## config.mk

```make
export PLATFORM = sky130hd
export DESIGN_NAME = split_accumulator_flat
export DESIGN_NICKNAME = d
export VERILOG_FILES = /design/src/rtl/split_accumulator_if.sv /design/src/rtl/split_accumulator.sv /design/src/flat_wrapper.sv
export SDC_FILE = /design/constraint.sdc
export NUM_CORES = 1
export LEC_CHECK = 0
export ABC_AREA = 1
export BUFFER_PORTS_ARGS = -buffer_cell sky130_fd_sc_hd__buf_4
export CAP_MARGIN = 20
export CORE_MARGIN = 5
export CORE_UTILIZATION = 54
export CTS_CLUSTER_DIAMETER = 80
export DETAILED_ROUTE_END_ITERATION = 6
export PLACE_DENSITY = 0.8
export SYNTH_ARGS = -nofsm -noshare
export SYNTH_HDL_FRONTEND = slang
export SYNTH_SLANG_ARGS = --single-unit
```

## constraint.sdc

```tcl
create_clock -name clk -period 3.44 [get_ports clk]
set_input_delay 0.86 -clock clk [delete_from_list [all_inputs] [get_ports clk]]
set_output_delay 0.86 -clock clk [all_outputs]
set_load 0.03 [all_outputs]
```

## src/rtl/split_accumulator_if.sv

```systemverilog
// rtl/split_accumulator_if.sv - operand/result stream bundle for split_accumulator
interface split_accumulator_if #(
    parameter int CNT_W = 4
) ();
    logic             in_valid;
    logic             in_ready;
    logic [0:15]      in_data;
    logic             in_last;
    logic             link;
    logic             clear;
    logic             out_valid;
    logic             out_ready;
    logic [0:15]      out_sum;
    logic [0:1]       out_carry;
    logic [CNT_W-1:0] out_count;

    modport slave (
        input  in_valid, in_data, in_last, link, clear, out_ready,
        output in_ready, out_valid, out_sum, out_carry, out_count
    );

    modport master (
        output in_valid, in_data, in_last, link, clear, out_ready,
        input  in_ready, out_valid, out_sum, out_carry, out_count
    );
endinterface

```

## src/rtl/split_accumulator.sv

```systemverilog
// rtl/split_accumulator.sv - two-lane byte accumulator, optionally carry-linked into one 16-bit add
module split_accumulator #(
    parameter int CNT_W = 4
) (
    input  logic                   clk,
    input  logic                   rst_n,
    split_accumulator_if.slave     bus
);
    typedef enum logic [1:0] {IDLE, ACC, HOLD} state_t;

    state_t           state_q, state_d;
    logic [15:0]      acc_q, acc_d;
    logic [1:0]       carry_q, carry_d;
    logic [CNT_W-1:0] count_q, count_d;
    logic             link_q, link_d;

    logic             in_ready;
    logic             accept;
    logic [7:0]       din0, din1;
    logic [8:0]       sum0, sum1;
    logic             cin1;

    // Lane0 sits in bits [0:7] (MSB at bit 0) and is the low-order byte.
    assign din0 = bus.in_data[0:7];
    assign din1 = bus.in_data[8:15];

    assign sum0 = {1'b0, acc_q[7:0]} + {1'b0, din0};
    assign cin1 = link_q & sum0[8];
    assign sum1 = {1'b0, acc_q[15:8]} + {1'b0, din1} + {8'd0, cin1};

    assign in_ready = rst_n && (state_q != HOLD) && !bus.clear;
    assign accept   = bus.in_valid && in_ready;

    always_comb begin
        state_d = state_q;
        acc_d   = acc_q;
        carry_d = carry_q;
        count_d = count_q;
        link_d  = link_q;
        if (bus.clear) begin
            state_d = IDLE;
            acc_d   = '0;
            carry_d = '0;
            count_d = '0;
        end else begin
            case (state_q)
                IDLE: begin
                    if (accept) begin
                        acc_d   = {din1, din0};
                        count_d = CNT_W'(1);
                        carry_d = '0;
                        link_d  = bus.link;
                        state_d = bus.in_last ? HOLD : ACC;
                    end
                end
                ACC: begin
                    if (accept) begin
                        acc_d   = {sum1[7:0], sum0[7:0]};
                        // A linked lane0 carry is internal; only lane1 reports overflow.
                        carry_d = carry_q | {sum1[8], sum0[8] & ~link_q};
                        count_d = (count_q == '1) ? count_q : count_q + CNT_W'(1);
                        if (bus.in_last) begin
                            state_d = HOLD;
                        end
                    end
                end
                HOLD: begin
                    if (bus.out_ready) begin
                        state_d = IDLE;
                    end
                end
                default: state_d = IDLE;
            endcase
        end
    end

    always_ff @(posedge clk or negedge rst_n) begin
        if (!rst_n) begin
            state_q <= IDLE;
            acc_q   <= '0;
            carry_q <= '0;
            count_q <= '0;
            link_q  <= 1'b0;
        end else begin
            state_q <= state_d;
            acc_q   <= acc_d;
            carry_q <= carry_d;
            count_q <= count_d;
            link_q  <= link_d;
        end
    end

    assign bus.in_ready     = in_ready;
    assign bus.out_valid    = (state_q == HOLD);
    assign bus.out_sum[0:7] = acc_q[7:0];
    assign bus.out_sum[8:15] = acc_q[15:8];
    assign bus.out_carry[0] = carry_q[0];
    assign bus.out_carry[1] = carry_q[1];
    assign bus.out_count    = count_q;
endmodule

```

## src/flat_wrapper.sv

```systemverilog
// flat-port wrapper written by rule: the top's interface ports become plain ports
module split_accumulator_flat 
#(
    parameter int CNT_W = 4
)
  (clk, rst_n, bus_in_valid, bus_in_data, bus_in_last, bus_link, bus_clear, bus_out_ready, bus_in_ready, bus_out_valid, bus_out_sum, bus_out_carry, bus_out_count);
  split_accumulator_if #(.CNT_W(CNT_W)) bus_i ();
  input  logic clk;
  input  logic rst_n;
  input wire logic [$bits(bus_i.in_valid)-1:0] bus_in_valid;
  input wire logic [$bits(bus_i.in_data)-1:0] bus_in_data;
  input wire logic [$bits(bus_i.in_last)-1:0] bus_in_last;
  input wire logic [$bits(bus_i.link)-1:0] bus_link;
  input wire logic [$bits(bus_i.clear)-1:0] bus_clear;
  input wire logic [$bits(bus_i.out_ready)-1:0] bus_out_ready;
  output wire logic [$bits(bus_i.in_ready)-1:0] bus_in_ready;
  output wire logic [$bits(bus_i.out_valid)-1:0] bus_out_valid;
  output wire logic [$bits(bus_i.out_sum)-1:0] bus_out_sum;
  output wire logic [$bits(bus_i.out_carry)-1:0] bus_out_carry;
  output wire logic [$bits(bus_i.out_count)-1:0] bus_out_count;
  assign bus_i.in_valid = bus_in_valid;
  assign bus_i.in_data = bus_in_data;
  assign bus_i.in_last = bus_in_last;
  assign bus_i.link = bus_link;
  assign bus_i.clear = bus_clear;
  assign bus_i.out_ready = bus_out_ready;
  assign bus_in_ready = bus_i.in_ready;
  assign bus_out_valid = bus_i.out_valid;
  assign bus_out_sum = bus_i.out_sum;
  assign bus_out_carry = bus_i.out_carry;
  assign bus_out_count = bus_i.out_count;
  split_accumulator #(.CNT_W(CNT_W)) u_core (.clk(clk), .rst_n(rst_n), .bus(bus_i));
endmodule
```

After elaboration in Yosys (flattened, before gate mapping)
Cells that the tools add are included.
{"block": "totals", "ff_bits": 25}
{"block": "op_classes", "n_addsub": 4, "eq_ne": 9, "n_mux": 20, "bitwise": 5, "reduce_logical": 10}
{"op": "two-way mux 16 bit", "count": 3}
{"op": "one-hot mux 16 bit (2 select lines)", "count": 1}
{"op": "adder 8 x 8 -> 9 bit", "count": 2}
{"op": "two-way mux 2 bit", "count": 9}
{"op": "two-way mux 4 bit", "count": 4}
{"op": "adder 9 x 1 -> 9 bit", "count": 1}
{"op": "!= test 3 bit (second input constant)", "count": 3}
{"op": "one-hot mux 4 bit (2 select lines)", "count": 1}
{"op": "AND reduction 4 bit", "count": 2}
{"op": "!= test 3 x 2 -> 1 bit (second input constant)", "count": 2}
{"op": "one-hot mux 2 bit (3 select lines)", "count": 1}
{"op": "AND reduction 3 bit", "count": 2}
{"op": "adder 4 x 1 -> 4 bit (second input constant)", "count": 1}
{"op": "== test 4 bit (second input constant)", "count": 1}
{"op": "one-hot mux 2 bit (2 select lines)", "count": 1}
{"op": "logical AND 1 bit", "count": 3}
{"op": "nonzero test 3 bit", "count": 1}
{"op": "bitwise AND 1 bit", "count": 2}
{"op": "== test 2 x 1 -> 1 bit (second input constant)", "count": 1}
{"op": "== test 2 bit (second input constant)", "count": 1}
{"op": "zero test 2 bit", "count": 1}
{"op": "!= test 2 bit (second input constant)", "count": 1}
{"op": "NOT 1 bit", "count": 2}
{"op": "bitwise OR 2 bit", "count": 1}
{"op": "zero test 1 bit", "count": 1}

Logic depth before layout (Yosys ltp)
{"block": "depth", "word_depth": 7, "ltp_mapped": 17, "mapped_depth_nobuf": 17}

Worst setup path before layout
Ideal clock, no wire load.
{"block": "synth_timing", "kind": "input -> register", "from": "in bus_in_data[8]", "to": "reg u_core.carry_q[1]", "arrival_ns": 3.048, "setup_slack_ns": 0.267, "path_stages": 13, "path_buffers": 0, "path_cell_list": "ha_1 -> fa_1 -> nand2_1 -> nand2_1 -> nand2_1 -> a21oi_1 -> fa_1 -> fa_1 -> nand3_1 -> nand2_1 -> and2_1 -> o21ai_0 -> a21oi_1"}
{"block": "synth_between", "elab_chain_len": 7}
{"element": "from (decl)", "line_no": "flat_wrapper.sv:11", "source": "input wire logic [$bits(bus_i.in_data)-1:0] bus_in_data;"}
{"element": "adder 8 x 8 -> 9 bit", "line_no": "split_accumulator.sv:27", "source": "assign sum0 = {1'b0, acc_q[7:0]} + {1'b0, din0};"}
{"element": "bitwise AND 1 bit", "line_no": "split_accumulator.sv:28", "source": "assign cin1 = link_q & sum0[8];"}
{"element": "adder 9 x 1 -> 9 bit", "line_no": "split_accumulator.sv:29", "source": "assign sum1 = {1'b0, acc_q[15:8]} + {1'b0, din1} + {8'd0, cin1};"}
{"element": "bitwise OR 2 bit", "line_no": "split_accumulator.sv:60", "source": "carry_d = carry_q | {sum1[8], sum0[8] & ~link_q};"}
{"element": "two-way mux 2 bit", "line_no": "split_accumulator.sv:57", "source": "if (accept) begin"}
{"element": "one-hot mux 2 bit (2 select lines)", "line_no": "split_accumulator.sv:46", "source": "case (state_q)"}
{"element": "two-way mux 2 bit", "line_no": "split_accumulator.sv:40", "source": "if (bus.clear) begin"}
{"element": "to (signal assigned)", "line_no": "split_accumulator.sv:87", "source": "carry_q <= carry_d;"}
{"element": "to (decl)", "line_no": "split_accumulator.sv:13", "source": "logic [1:0] carry_q, carry_d;"}
No other way between the ends. The select of a mux whose other input is x is not followed.
A chain may end at the register's enable or synchronous reset.

Final worst setup path
Same ends and word-level chain as after synthesis.

==> qor.txt <==
Outcome = complete, no violations
Sink Count = 25
CTS hold repair buffers = 0
Sw Share = 0.371
First-iteration detailed-routing DRC count = 60
Setup Crit Path Kind = in -> reg
Pin count of the biggest net entering global routing = 26
TritonRoute pass-1 iters = 4
# diodes = 0
Post-synth EDFFs = 0
H-tree depth = 1
Max FO, Critical Path = 3
Die H = 71.6 um
CP Launch Type = input pin
Via count = 1950
R2r worst-path depth = 13
Cell variety after synth = 31
Worst r2r src = u_core.acc_q[0]$_DFFE_PN0P_
Hold EP = u_core.acc_q[5]$_DFFE_PN0P_
Clock share of power = 0.240
DRC violations left = 0
WP data arrival = 3.30 ns
Yosys warns = 0
Area Growth Syn to Fin = 21.1%
Vias in the first global route = 1952
Seq pwr share = 0.422
Commonest non-fill, non-tap cell in the layout = nand2_1
Sequential fraction of the synthesis area = 0.305
WP data required = 3.61 ns
Worst R2R End = u_core.carry_q[1]$_DFFE_PN0P_
Worst min-delay path category = reg -> reg
Die X = 71.6 um
Slew headroom = 0.663
Max VDD drop = 0.151 mV
Comb pwr share = 0.338
ANT nets after route = 0
Final min period = 3.13 ns
Die area = 5130 um2
Final Setup Violations = 0
Number of cell rows = 22
FF+latch count, synth = 25
RSZ-0062 raised after global routing = false
Global route overflow = 0
Most frequent cells in the layout = nand2_1, buf_4, inv_1
Routed WL = 5060 um
Post-CTS setup buffers = 0
NetSw = 0.000292 W
Async S/R FF share, synth = 1.00
Slew Limit Fails = 0
Final non-filler cell area = 2480 um2
Via/cell ratio = 5.06
Initial antenna violation count = 0
Cell count after synthesis = 289
Setup tns final = 0 ns
Starting Density = 0.560
Maxcap violations = 0
Synth Area per Inst = 7.09 um2
PwrDens = 318 nW/um2
Share of cells above drive strength 1 = 0.196
Post-DP Area = 2430 um2
DP HPWL = 3860 um
FMAX = 0.320 GHz
Min-delay src = u_core.acc_q[5]$_DFFE_PN0P_
Nets = 380
I/O Buffers = 46
WHS Path Cells = 2
Synthesized area = 2050 um2
Routed WL per cell = 13.2 um
Top_reg_cell synth = dfrtp_1
P_int = 0.000497 W
CTS Buf Count = 3
Skew-Pair Late Insertion Delay = 0.28 ns
Final estimated routing congestion in global placement = 0.881
Clock tree buffer depth = 2
Clk slew on worst S/H paths = 0.10 ns
First-pass GRT wire length = 8540 um
R2r setup slk = 0.56 ns
Clk root buf = clkbuf_8
Clock skew = 0.00158 ns
Core area = 3660 um2
IO Pins = 47
Final worst path period share = 0.909
Worst-Margin Slew = 0.505 ns
Net Count, Synth = 331
# resized after CTS = 0
LEAKAGE = 1.42 nW
All-Layer GR Usage = 0.208
CTS tree = yes
Crit end category = flop
Final hold vios = 0
## per-stage QoR
| step | instances | power (W) | util | worst slack (ns) | hold slack [ns] |
|---|---|---|---|---|---|
| detailed placement | 381 | 0.000607 | 0.665 | 0.0107 | 0.502 |
| CTS | 385 | 0.000791 | 0.678 | 0.313 | 0.526 |
| global placement | 381 | 0.000601 | 0.665 | 0.111 | 0.497 |
| global route | 385 | 0.000838 | 0.678 | 0.153 | 0.549 |
| finish | 385 | 0.000789 | 0.678 | 0.313 | 0.522 |
| floorplan | 289 | 0.000513 | - | 0.267 | 0.492 |
## power by group through the flow
stage | combinational [W] | clock (W) | sequential [W]
after floorplan | 0.000148 | 0 | 0.000365
after global placement | 0.000262 | 0 | 0.000338
after detailed placement | 0.000268 | 0 | 0.000338
after CTS | 0.000269 | 0.000189 | 0.000333
after global routing | 0.000298 | 0.000203 | 0.000337
final | 0.000267 | 0.000189 | 0.000333
## state kept, by name, indices dropped and copies added, names as in the netlist
| signal | flops |
|---|---|
| u_core.acc_q | 16 |
| u_core.bus.out_count | 4 |
| u_core.carry_q | 2 |
| u_core.link_q | 1 |
| u_core.state_q | 2 |
## worst max-delay path by stage
stage / start / endpoint / cells after the start / slack [ns]
detailed placement: bus_in_data[8] / u_core.carry_q[1]$_DFFE_PN0P_ / 14 / 0.01
CTS: bus_in_data[8] / u_core.carry_q[1]$_DFFE_PN0P_ / 14 / 0.31
global placement: bus_in_data[8] / u_core.carry_q[1]$_DFFE_PN0P_ / 14 / 0.11
floorplan: bus_in_data[8] / u_core.carry_q[1]$_DFFE_PN0P_ / 13 / 0.27
global route: bus_in_data[8] / u_core.acc_q[14]$_DFFE_PN0P_ / 17 / 0.15
finish: bus_in_data[8] / u_core.carry_q[1]$_DFFE_PN0P_ / 14 / 0.31
## cells by family after synthesis
logic type / count (synthesis) / share of synthesized area
adder cells (fa/ha/maj): 19 / 0.127
AO/OA/AOI/OAI: 32 / 0.0855
buffers and inverters: 45 / 0.0971
XOR/XNOR: 5 / 0.0214
flip-flops: 25 / 0.305
multiplexers: 2 / 0.00977
AND/OR/NAND/NOR: 161 / 0.354
## per-layer routing
metal  up-vias  share of wire  GRT usage
li1       1014              -          -
met1       880           0.42      0.236
met2        47           0.52      0.399
met3         9          0.051     0.0266
met4         0          0.015     0.0626
met5         -              0          0
## Yosys cell counts, types with 4 or more instances
master | n | area [um2]
inv_1 | 36 | 135
ha_1 | 16 | 200
nand3_1 | 23 | 115
a21oi_1 | 10 | 50.1
nor2_1 | 29 | 109
xor2_1 | 4 | 35.0
o21ai_0 | 15 | 75.1
nand2_1 | 95 | 357
dfrtp_1 | 25 | 626
## final cells by class
type	instances	area, um2
multi-input combinational	219	1220
timing repair buffer	48	360
sequential	25	626
inverter	41	164
fill	333	1180
tap	48	60.1
clock inverter	1	5.00
clock buffer	3	41.3
## worst max-delay path, cell delays in order
cell	delay, ns
buf_4	0.11
ha_1	0.21
fa_1	0.39
nand2_1	0.08
nand2_1	0.07
nand2_1	0.08
a21oi_1	0.07
fa_1	0.42
fa_1	0.44
nand3_1	0.12
nand2_1	0.09
and2_1	0.15
o21ai_0	0.13
a21oi_1	0.08
Note: power is estimated with default switching activity, not from simulation.
